### src/rtl/usr_pkg.sv
// Shared types and helpers for the universal shift register.
package usr_pkg;

  typedef enum logic [2:0] {
    MODE_HOLD = 3'b000,
    MODE_SHL  = 3'b001,
    MODE_SHR  = 3'b010,
    MODE_LOAD = 3'b011,
    MODE_ROL  = 3'b100,
    MODE_ROR  = 3'b101,
    MODE_ASR  = 3'b110,
    MODE_RSVD = 3'b111
  } mode_e;

  typedef enum logic {
    IDLE = 1'b0,
    BUSY = 1'b1
  } state_e;

  // Modes that can be repeated as a multi-step burst.
  function automatic logic is_shift_mode(input logic [2:0] m);
    return (m == MODE_SHL) || (m == MODE_SHR) || (m == MODE_ROL) ||
           (m == MODE_ROR) || (m == MODE_ASR);
  endfunction

endpackage

### src/rtl/usr_step_logic.sv
// Combinational next-register computation for one shift/rotate/load step.
module usr_step_logic
  import usr_pkg::*;
#(
  parameter int WIDTH = 4
) (
  input  logic [WIDTH-1:0] q,
  input  logic [WIDTH-1:0] d,
  input  logic [2:0]       mode,
  input  logic             ser_in,
  output logic [WIDTH-1:0] q_next
);

  // Select the next register value for the requested operation.
  always_comb begin
    q_next = q;
    case (mode)
      MODE_SHL:  q_next = {q[WIDTH-2:0], ser_in};
      MODE_SHR:  q_next = {ser_in, q[WIDTH-1:1]};
      MODE_LOAD: q_next = d;
      MODE_ROL:  q_next = {q[WIDTH-2:0], q[WIDTH-1]};
      MODE_ROR:  q_next = {q[0], q[WIDTH-1:1]};
      MODE_ASR:  q_next = {q[WIDTH-1], q[WIDTH-1:1]};
      default:   q_next = q;
    endcase
  end

endmodule

### src/rtl/usr_param.sv
// Parametrised universal shift register with clock enable and burst shifting.
module usr_param
  import usr_pkg::*;
#(
  parameter int WIDTH = 4,
  parameter int CNT_W = 4
) (
  input  logic             clk,
  input  logic             rst,
  input  logic             en,
  input  logic [2:0]       mode,
  input  logic             ser_in,
  input  logic [WIDTH-1:0] d,
  input  logic             start,
  input  logic [CNT_W-1:0] cnt,
  output logic [WIDTH-1:0] q,
  output logic             so_msb,
  output logic             so_lsb,
  output logic             busy,
  output logic             done
);

  state_e           state, state_n;
  logic [WIDTH-1:0] q_r, q_n, step_q;
  logic [CNT_W-1:0] rem, rem_n;
  logic [2:0]       lmode, lmode_n, step_mode;
  logic             lser, lser_n, step_ser;
  logic             done_r, done_n;

  usr_step_logic #(.WIDTH(WIDTH)) u_step (
    .q      (q_r),
    .d      (d),
    .mode   (step_mode),
    .ser_in (step_ser),
    .q_next (step_q)
  );

  // Register update; reset aborts any burst without a done pulse.
  always_ff @(posedge clk) begin
    if (rst) begin
      state  <= IDLE;
      q_r    <= '0;
      rem    <= '0;
      lmode  <= MODE_HOLD;
      lser   <= 1'b0;
      done_r <= 1'b0;
    end else begin
      state  <= state_n;
      q_r    <= q_n;
      rem    <= rem_n;
      lmode  <= lmode_n;
      lser   <= lser_n;
      done_r <= done_n;
    end
  end

  // Next-state logic: a burst replays its latched mode while inputs are ignored.
  always_comb begin
    state_n   = state;
    q_n       = q_r;
    rem_n     = rem;
    lmode_n   = lmode;
    lser_n    = lser;
    done_n    = 1'b0;
    step_mode = mode;
    step_ser  = ser_in;

    if (state == BUSY) begin
      step_mode = lmode;
      step_ser  = lser;
    end else if (start && (cnt == '0)) begin
      step_mode = MODE_HOLD;
    end

    if (en) begin
      case (state)
        IDLE: begin
          q_n = step_q;
          if (start) begin
            if (is_shift_mode(mode) && (cnt != '0)) begin
              lmode_n = mode;
              lser_n  = ser_in;
              rem_n   = cnt - CNT_W'(1);
              if (cnt == CNT_W'(1)) begin
                done_n = 1'b1;
              end else begin
                state_n = BUSY;
              end
            end else begin
              done_n = 1'b1;
            end
          end
        end
        BUSY: begin
          q_n   = step_q;
          rem_n = rem - CNT_W'(1);
          if (rem == CNT_W'(1)) begin
            state_n = IDLE;
            done_n  = 1'b1;
          end
        end
        default: state_n = IDLE;
      endcase
    end
  end

  assign q      = q_r;
  assign so_msb = q_r[WIDTH-1];
  assign so_lsb = q_r[0];
  assign busy   = (state == BUSY);
  assign done   = done_r;

endmodule

### config.mk
export PLATFORM = sky130hd
export DESIGN_NAME = usr_param
export DESIGN_NICKNAME = d
export VERILOG_FILES = /design/src/rtl/usr_pkg.sv /design/src/rtl/usr_step_logic.sv /design/src/rtl/usr_param.sv
export SDC_FILE = /design/constraint.sdc
export NUM_CORES = 1
export LEC_CHECK = 0
export ABC_AREA = 1
export BUFFER_PORTS_ARGS = -buffer_cell sky130_fd_sc_hd__buf_2
export CORE_ASPECT_RATIO = 1.2
export CORE_UTILIZATION = 35
export CTS_BUF_LIST = sky130_fd_sc_hd__clkbuf_4 sky130_fd_sc_hd__clkbuf_8 sky130_fd_sc_hd__clkbuf_16
export CTS_CLUSTER_SIZE = 14
export DETAILED_ROUTE_END_ITERATION = 12
export GPL_TIMING_DRIVEN = 1
export SLEW_MARGIN = 20
export SYNTH_ARGS = -nofsm -noshare
export SYNTH_HDL_FRONTEND = slang
export SYNTH_SLANG_ARGS = --single-unit
### constraint.sdc
create_clock -name clk -period 2.4 [get_ports clk]
set_input_delay 0 -clock clk [delete_from_list [all_inputs] [get_ports clk]]
set_output_delay 0 -clock clk [all_outputs]
set_load 0.01 [all_outputs]
Yosys cells after proc, flatten, opt, wreduce, memory -nomap -nowiden

Index checks and enable logic that the tools add are counted.

Register bits after elaboration: 14
Bits of input ports: 16
Output and inout port bits: 8
Word-level logic and storage cells: 59

$add $sub $neg: 2
Eq/ne operators: 15
Multiplexer cells: 17
Bitwise operators: 3
Reduce and logical (&&, ||, !) cells: 15

Operator list:

| cell                                                                   | number |
|---|---|
| 4-bit one-hot mux with 6 select lines                                  | 1 |
| 3-bit equality test (second input constant)                            | 6 |
| 3-bit by 2-bit equality test with 1-bit output (second input constant) | 3 |
| 1-bit two-way mux                                                      | 9 |
| 4-bit by 1-bit equality test with 1-bit output (second input constant) | 2 |
| 4-bit two-way mux                                                      | 2 |
| 4-bit one-hot mux with 2 select lines                                  | 1 |
| 4-bit by 1-bit subtractor with 4-bit output (second input constant)    | 2 |
| 3-bit by 1-bit equality test with 1-bit output (second input constant) | 2 |
| 3-bit two-way mux                                                      | 2 |
| 3-bit AND reduction                                                    | 2 |
| 6-bit nonzero test                                                     | 1 |
| 5-bit nonzero test                                                     | 1 |
| 4-bit logical NOT                                                      | 1 |
| 1-bit logical OR                                                       | 4 |
| 2-bit != test (second input constant)                                  | 2 |
| 1-bit one-hot mux with 2 select lines                                  | 2 |
| 4-bit AND reduction                                                    | 1 |
| 4-bit nonzero test                                                     | 1 |
| 1-bit inverter                                                         | 3 |
| 1-bit logical AND                                                      | 2 |
| 2-bit AND reduction                                                    | 1 |
| 2-bit OR reduction                                                     | 1 |

Longest topological paths before layout

Gate-level depths: netlist of run 1.

Word-level depth: 9
Mapped depth: 13
Depth with buffers taken out: 13

Modules after synthesis

Synthesis of run 1 repeated with hierarchy kept, for this count alone.

Cells, all modules: 202
Area total of the unflattened synthesis: 1308.8 um2

By module, submodules not included:

| module         | instances | cells an instance | area an instance (um2) | sequential area each (um2) |
|---|---|---|---|---|
| usr_param      | 1         | 133               | 928.4                  | 280.3 |
| usr_step_logic | 1         | 69                | 380.4                  | 0.0 |

Worst setup path before layout of run 1

No wires, ideal clock.

Path kind: flip-flop to flip-flop
Start point: register state, in the netlist busy
End point: register q_r[3], in the netlist q[3]
Library setup time: 109 ps
Arrival: 1339 ps
Data required time: 2291 ps
Path slack: 952 ps
Stages on the path, launching flop included: 12
Path buffers: 1
Period minus slack after synthesis: 1448 ps
Cells stage by stage: dfxtp_1 > buf_4 > inv_2 > or2_0 > o21ai_1 > nor2_1 > nand3_1 > nand2_1 > nor2_1 > nand3_1 > nand2_1 > inv_1

Word-level cells in the longest chain between the ends: 4
Elaborated cells between the ends (all ways): 12
Classes of those cells: 6 x eq/ne; 3 x mux; 1 x bitwise; 2 x reduce/logical

RTL lines:

| element                                                                      | RTL line             | source |
|---|---|---|
| start, declared                                                              | usr_param.sv:23      | `state_e state, state_n;` |
| start signal, assigned                                                       | usr_param.sv:48      | `state <= state_n;` |
| 3-bit two-way mux                                                            | usr_param.sv:68      | `if (state == BUSY) begin` |
| 3-bit by 1-bit equality test with 1-bit output, or another cell as far along | usr_step_logic.sv:17 | `case (mode)` |
| 5-bit nonzero test (no line) / 1-bit inverter (equally long branches)        | -                    |  |
| 3-bit AND reduction (no line)                                                | -                    |  |
| end signal, assigned                                                         | usr_param.sv:49      | `q_r <= q_n;` |
| end, declared                                                                | usr_param.sv:24      | `logic [WIDTH-1:0] q_r, q_n, step_q;` |

Several ways; a longest one is shown, not always the timed one.
A chain may end at the register's enable or synchronous reset.

Worst setup path in the final report of run 1

Start point: register state, in the netlist busy
End point: register q_r[0], in the netlist q[0]

Word-level cells in the longest chain between the ends: 4
Elaborated cells between the ends (all ways): 11
Classes of those cells: 6 x eq/ne; 3 x mux; 2 x reduce/logical

RTL lines:

| element                                                                      | RTL line |
|---|---|
| 3-bit two-way mux                                                            | usr_param.sv:68 |
| 3-bit by 1-bit equality test with 1-bit output, or another cell as far along | usr_step_logic.sv:17 |
| 6-bit nonzero test (no line)                                                 | - |
| 2-bit AND reduction (no line)                                                | - |

Several ways; a longest one is shown, not always the timed one.

==> impl_results.md, run 1 <==
- Largest net degree at the start of global routing: 16
- Syn nets: 191
- Max clock buf depth: 2
- Worst Path Required: about 2600 ps
- Post_cts resized: 0
- CTS Hold Bufs: 4
- Final Instance Count excl. Fillers: approximately 230
- Dpl hpwl: 2100 um
- Grt total ovfl: 0
- Fmax: around 570 MHz
- Total Nets Final: 220
- WL per Instance: 11.1 um
- Status: finished clean
- Clk_skew: 6.47 ps
- Routed via count: roughly 1.2k
- Area grow syn2layout: 19.0%
- Final setup viols: 0
- Placed cells: 226
- CP Max Fanout: 15
- Final worst-path cycle share: 0.728
- Remaining DRCs: 0
- Vias in the first global route: around 1.1k
- Slew headroom: 0.679
- Syn avg cell area: 6.64 um2
- Overall power: around 660 uW
- Die area: 0.00346 mm2
- Core area: 0.00306 mm2
- Routability cong.: 0.951
- CTS tree: built
- Peak VDD IR: around 0.3 mV
- Layout cells sized above 1: 0.227
- First-pass GRT wire length: between 4000 and 5000 um
- Worst min-delay path category: in -> reg
- Final Core Density: 0.439
- # clock sinks: 14
- Post CTS Setup Buffer Count: 0
- Number of fillers in the final layout: 314
- #FFs+latches synth: 14
- Max-cap violations: 0
- CTS Buf Count: 3
- Leakage power: 0.722 nW
- Root Buffer: clkbuf_4
- Syn Inst Count: 170
- CP startpoint kind: flip-flop
- H-Tree Level Count: 1
- Pwr dens: 490 mW/mm2
- Die height: 64.2 um
- Syn Std Cell Area: 0.00113 mm2
- ANT cells: 0
- Post-synth ARST share: 0
- Min cycle time layout: 1750 ps
- Initial cell density of the core: 0.369
- Number of flops mapped to enable cells by yosys: 0
- Multi-input logic area: 713 um2
- Setup WS pre-CTS: roughly 700 ps
- Hold Violations, Final: 0
- RSZ-0062 raised after global routing: no
- Final worst-path setup slack: 653 ps
- Post-synthesis sequential area ratio: 0.248
- Die Width: 53.8 um
- Setup tns final: 0 ps
- WL final: approximately 2600 um
- Distinct cells, synth: 25
- Clk pin slew, worst setup/hold paths: 90 ps
- First-pass DRT Iterations: 4
- WP data arrival: 1930 ps
- Vias per inst: 4.91
- Worst-margin pin slew: about 480 ps
- Port Buffer Count: 23
- Crit path kind: reg -> reg
- Pins Over Slew Limit: 0
- # IOs: 24
- Top_reg_cell synth: dfxtp_1
- Std-Cell Rows: 22
- Worst skew pair latency: around 280 ps
- FF+latch area: 280 um2
- Yosys warns: 0
- Initial antenna violation count: 0
- GRT Total Usage: 0.177
- Critical path capture point type: flip-flop
- Antenna Nets Post-Route: 0
- Starting DRT DRC Count: 25
-- critical path: stages (launching register included) --
cell	delay, ps
dfxtp_1	630
nor2_1	210
a21oi_4	240
nand2_2	100
nand3_2	100
nand2_4	80
nand2_4	80
nand2_2	50
nor2_1	100
nor2_1	60
-- path summary, 6_finish.rpt --
path / startpoint / end / slack, ps / depth (start not counted)
max reg2reg: busy$_SDFFE_PP0P_ / q[0]$_SDFFE_PP0P_ / 650 / 9
min: mode[0] / lmode[0]$_SDFFE_PP0P_ / 4 / 3
min reg2reg: rem[1]$_SDFFE_PP0P_ / rem[1]$_SDFFE_PP0P_ / 460 / 2
max: busy$_SDFFE_PP0P_ / q[0]$_SDFFE_PP0P_ / 650 / 9
-- power breakdown --
part | internal, mW | leakage [nW] | switching, mW
logic | 0.0836 | 0.586 | 0.129
clock network | 0.0923 | 0.0210 | 0.0804
registers | 0.252 | 0.115 | 0.0201
total | 0.428 | 0.722 | 0.229
-- metrics by stage --
| stage | cell area (um2) | hold slack [ps] |
|---|---|---|
| 2_1_floorplan | 1130 | 69.1 |
| 3_3_place_gp | 1270 | 278 |
| 3_5_place_dp | 1270 | 271 |
| 4_1_cts | 1340 | 2.38 |
| 5_1_grt | 1340 | 4.76 |
| 6_report | 1340 | 3.71 |
-- cell families (layout without fill, tap and decap cells) --
kind of cell / Yosys count / count (layout) / share of synthesized area
adders and majority gates: 5 / 5 / 0.0554
DFF: 14 / 14 / 0.248
xor gates and xnor gates: 2 / 2 / 0.0155
and+or+nand+nor: 84 / 84 / 0.382
AOI/OAI and AO/OA: 32 / 32 / 0.178
buffers and inverters: 33 / 61 / 0.120
-- cells in the final DEF (no fill, tap or decap) --
master	instances
inv_2	1
clkbuf_4	3
nand4_2	1
dfxtp_1	14
nor3_1	3
nand3_2	1
o21ai_0	11
nand2_2	6
a211oi_1	1
nand3_1	15
nand3_4	1
nand2_4	4
a21oi_4	2
xor2_1	2
nor2_4	1
o21ai_1	2
nand2_1	29
inv_1	29
buf_2	23
a21oi_1	14
or2_0	1
a21boi_4	1
ha_1	5
dlygate4sd3_1	4
clkbuf_8	1
a21o_1	1
nand4_1	4
nor2_1	18
-- area by class of cell --
cell class,count,area share
Inverter,30,0.0839
Tap cell,36,0.0336
Timing Repair Buffer,27,0.116
Clock buffer,4,0.0270
Sequential cell,14,0.209
Multi-Input combinational cell,123,0.531
-- layer usage --
metal,vias to the layer above,routed length (um),track usage
li1,600,-,-
met1,483,1120,0.210
met2,53,1230,0.282
met3,14,149,0.0405
met4,0,103,0.0987
met5,-,0,0
-- cell usage after synthesis, types with 3 or more instances --
cell type / n / area, um2
inv_1: 29 / 109
nand2_1: 29 / 109
nor2_1: 18 / 67.6
nand3_1: 15 / 75.1
a21oi_1: 14 / 70.1
dfxtp_1: 14 / 280
o21ai_0: 11 / 55.1
nand2_2: 6 / 37.5
ha_1: 5 / 62.6
nand2_4: 4 / 45.0
nand4_1: 4 / 25.0
buf_4: 3 / 22.5
nor3_1: 3 / 15.0
-- state kept, by name, summed over array words and instances (netlist names) --
| name | count |
|---|---|
| busy | 1 |
| q | 4 |
| rem | 4 |
| done | 1 |
| lser | 1 |
| lmode | 3 |
No activity file was read; power rests on OpenSTA's default activity.
==> inputs of run 2 (changes only) <==
Clock period 2.4 ns to 1.58 ns, I/O delays scaled along.
==> impl_results.md, run 2 (synthesis gave the netlist of run 1 again) <==
- Status: finished clean
- DR top layer: met4
- Max clock buf depth: 2
- Worst path slowest cell: dfxtp_2
- Hold Violations, Final: 0
- Dpl hpwl: 2000 um
- Root Buffer: clkbuf_4
- Layout cells sized above 1: 0.262
- Pins Over Slew Limit: 0
- First-pass DRT Iterations: 4
- Final Core Density: 0.452
- Initial cell density of the core: 0.369
- Vias per inst: 4.81
- Final setup viols: 0
- RSZ-0062 raised after global routing: no
- CTS tree: built
- Starting DRT DRC Count: 32
- Critical path capture point type: flip-flop
- Min cycle time layout: 1430 ps
- Setup slack, reg-to-reg: 150 ps
- Port Buffer Count: 23
- Total Nets Final: roughly 220
- First-pass GRT wire length: between 4000 and 5000 um
- FF+latch area: 282 um2
- Clk pin slew, worst setup/hold paths: 80 ps
- # clock sinks: 14
- Post-DP Area: 0.00130 mm2
- Overall power: around 1.0 mW
- CP Max Fanout: 9
- WP data arrival: 1600 ps
- WL per Instance: 10.4 um
- Worst Path Required: 1760 ps
- Die Width: 53.8 um
- Worst hold slack: roughly 40 ps
- Worst-margin pin slew: 263 ps
- ANT cells: 0
- Routed wl met3: 156 um
- Grt total ovfl: 0
- Leakage power: 0.742 nW
- GRT Total Usage: 0.158
- Die area: 0.00346 mm2
- Peak VDD IR: between 0.4 and 0.5 mV
- Pwr dens: 724 mW/mm2
- Critical path buffer and inverter count: 1
- Post-route cell area: between 0.001 and 0.0015 mm2
- Met2 routed WL: 1180 um
- Clk_skew: 4.13 ps
- Routability cong.: 0.777
- CTS Buf Count: 3
- Remaining DRCs: 0
- Worst min-delay path category: in -> reg
- Number of fillers in the final layout: 318
- Commonest cells after routing, fill and taps aside: inv_1 (29), nand2_1 (29), buf_2 (23), nor2_1 (15), nand3_1 (15)
- Largest net degree at the start of global routing: 10
- Worst skew pair latency: approximately 280 ps
- Initial antenna violation count: 0
- WL final: 2470 um
- Multi-input logic area: 721 um2
- Final worst-path cycle share: 0.902
- Fmax: 702 MHz
- # IOs: 24
- Die height: 64.2 um
- Worst path cell trace: nand2_1, inv_1, a21oi_4, nand2_2, nand3_2, nand2_4, nand2_4, nand2_2, nor2_1, nor2_1
- Vias in the first global route: roughly 1.0k
- Max-cap violations: 0
- Slowest stage delay, CP: 390 ps
- Setup tns final: 0 ps
- Antenna Nets Post-Route: 0
- Area grow syn2layout: 22.4%
- Crit path kind: reg -> reg
- Slew headroom: 0.824
- Std-Cell Rows: 22
- M1 WL: 1110 um
- Routed via count: 1144
- Core area: 0.00306 mm2
- CP startpoint kind: flip-flop
- H-Tree Level Count: 1
- Worst path top cell family by delay: simple AND/OR/NAND/NOR gates
==> run 2: cell type report <==
type | count | area share
clock buffers | 4 | 0.0263
inverters | 30 | 0.0815
multi-input cells | 123 | 0.522
flip-flops and latches | 14 | 0.204
well taps | 36 | 0.0326
repair buffers | 31 | 0.134
==> run 2: power breakdown <==
part	internal, mW	leakage (nW)	switching (mW)
clock	0.140	0.0210	0.115
sequential	0.383	0.115	0.0279
combinational	0.137	0.606	0.197
total	0.660	0.742	0.340
==> run 2: path summary, 6_finish.rpt <==
check	startpoint	cells past startpoint	endpoint
max	busy$_SDFFE_PP0P_	10	q[0]$_SDFFE_PP0P_
min	mode[1]	3	lmode[1]$_SDFFE_PP0P_
max reg2reg	busy$_SDFFE_PP0P_	10	q[0]$_SDFFE_PP0P_
min reg2reg	rem[1]$_SDFFE_PP0P_	2	rem[1]$_SDFFE_PP0P_
==> run 2: routing by layer <==
layer | vias to the layer above | GRT usage
li1 | 607 | -
met1 | 492 | 0.189
met2 | 43 | 0.269
met3 | 2 | 0.0214
met4 | 0 | 0.0691
met5 | - | 0
==> run 2: worst reg2reg max path, cell delays in order, from the launching register on <==
cell	delay [ps]
dfxtp_2	390
nand2_1	150
inv_1	80
a21oi_4	180
nand2_2	100
nand3_2	100
nand2_4	70
nand2_4	80
nand2_2	40
nor2_1	80
nor2_1	50
==> run 2: what timing repair did <==
action / in CTS / in global routing
resized for setup: 0 / 4
hold buffers: 4 / 0
setup buffers: 0 / 0
endpoints found under the hold margin: 6 / 0
setup endpoints to repair: 0 / 4
==> run 2: stage by stage <==
step           setup slack [ps]  cells
3_3_place_gp               91.3    230
2_1_floorplan               132    170
5_1_grt                    38.8    238
3_5_place_dp               56.6    230
6_report                    155    238
4_1_cts                    43.2    238
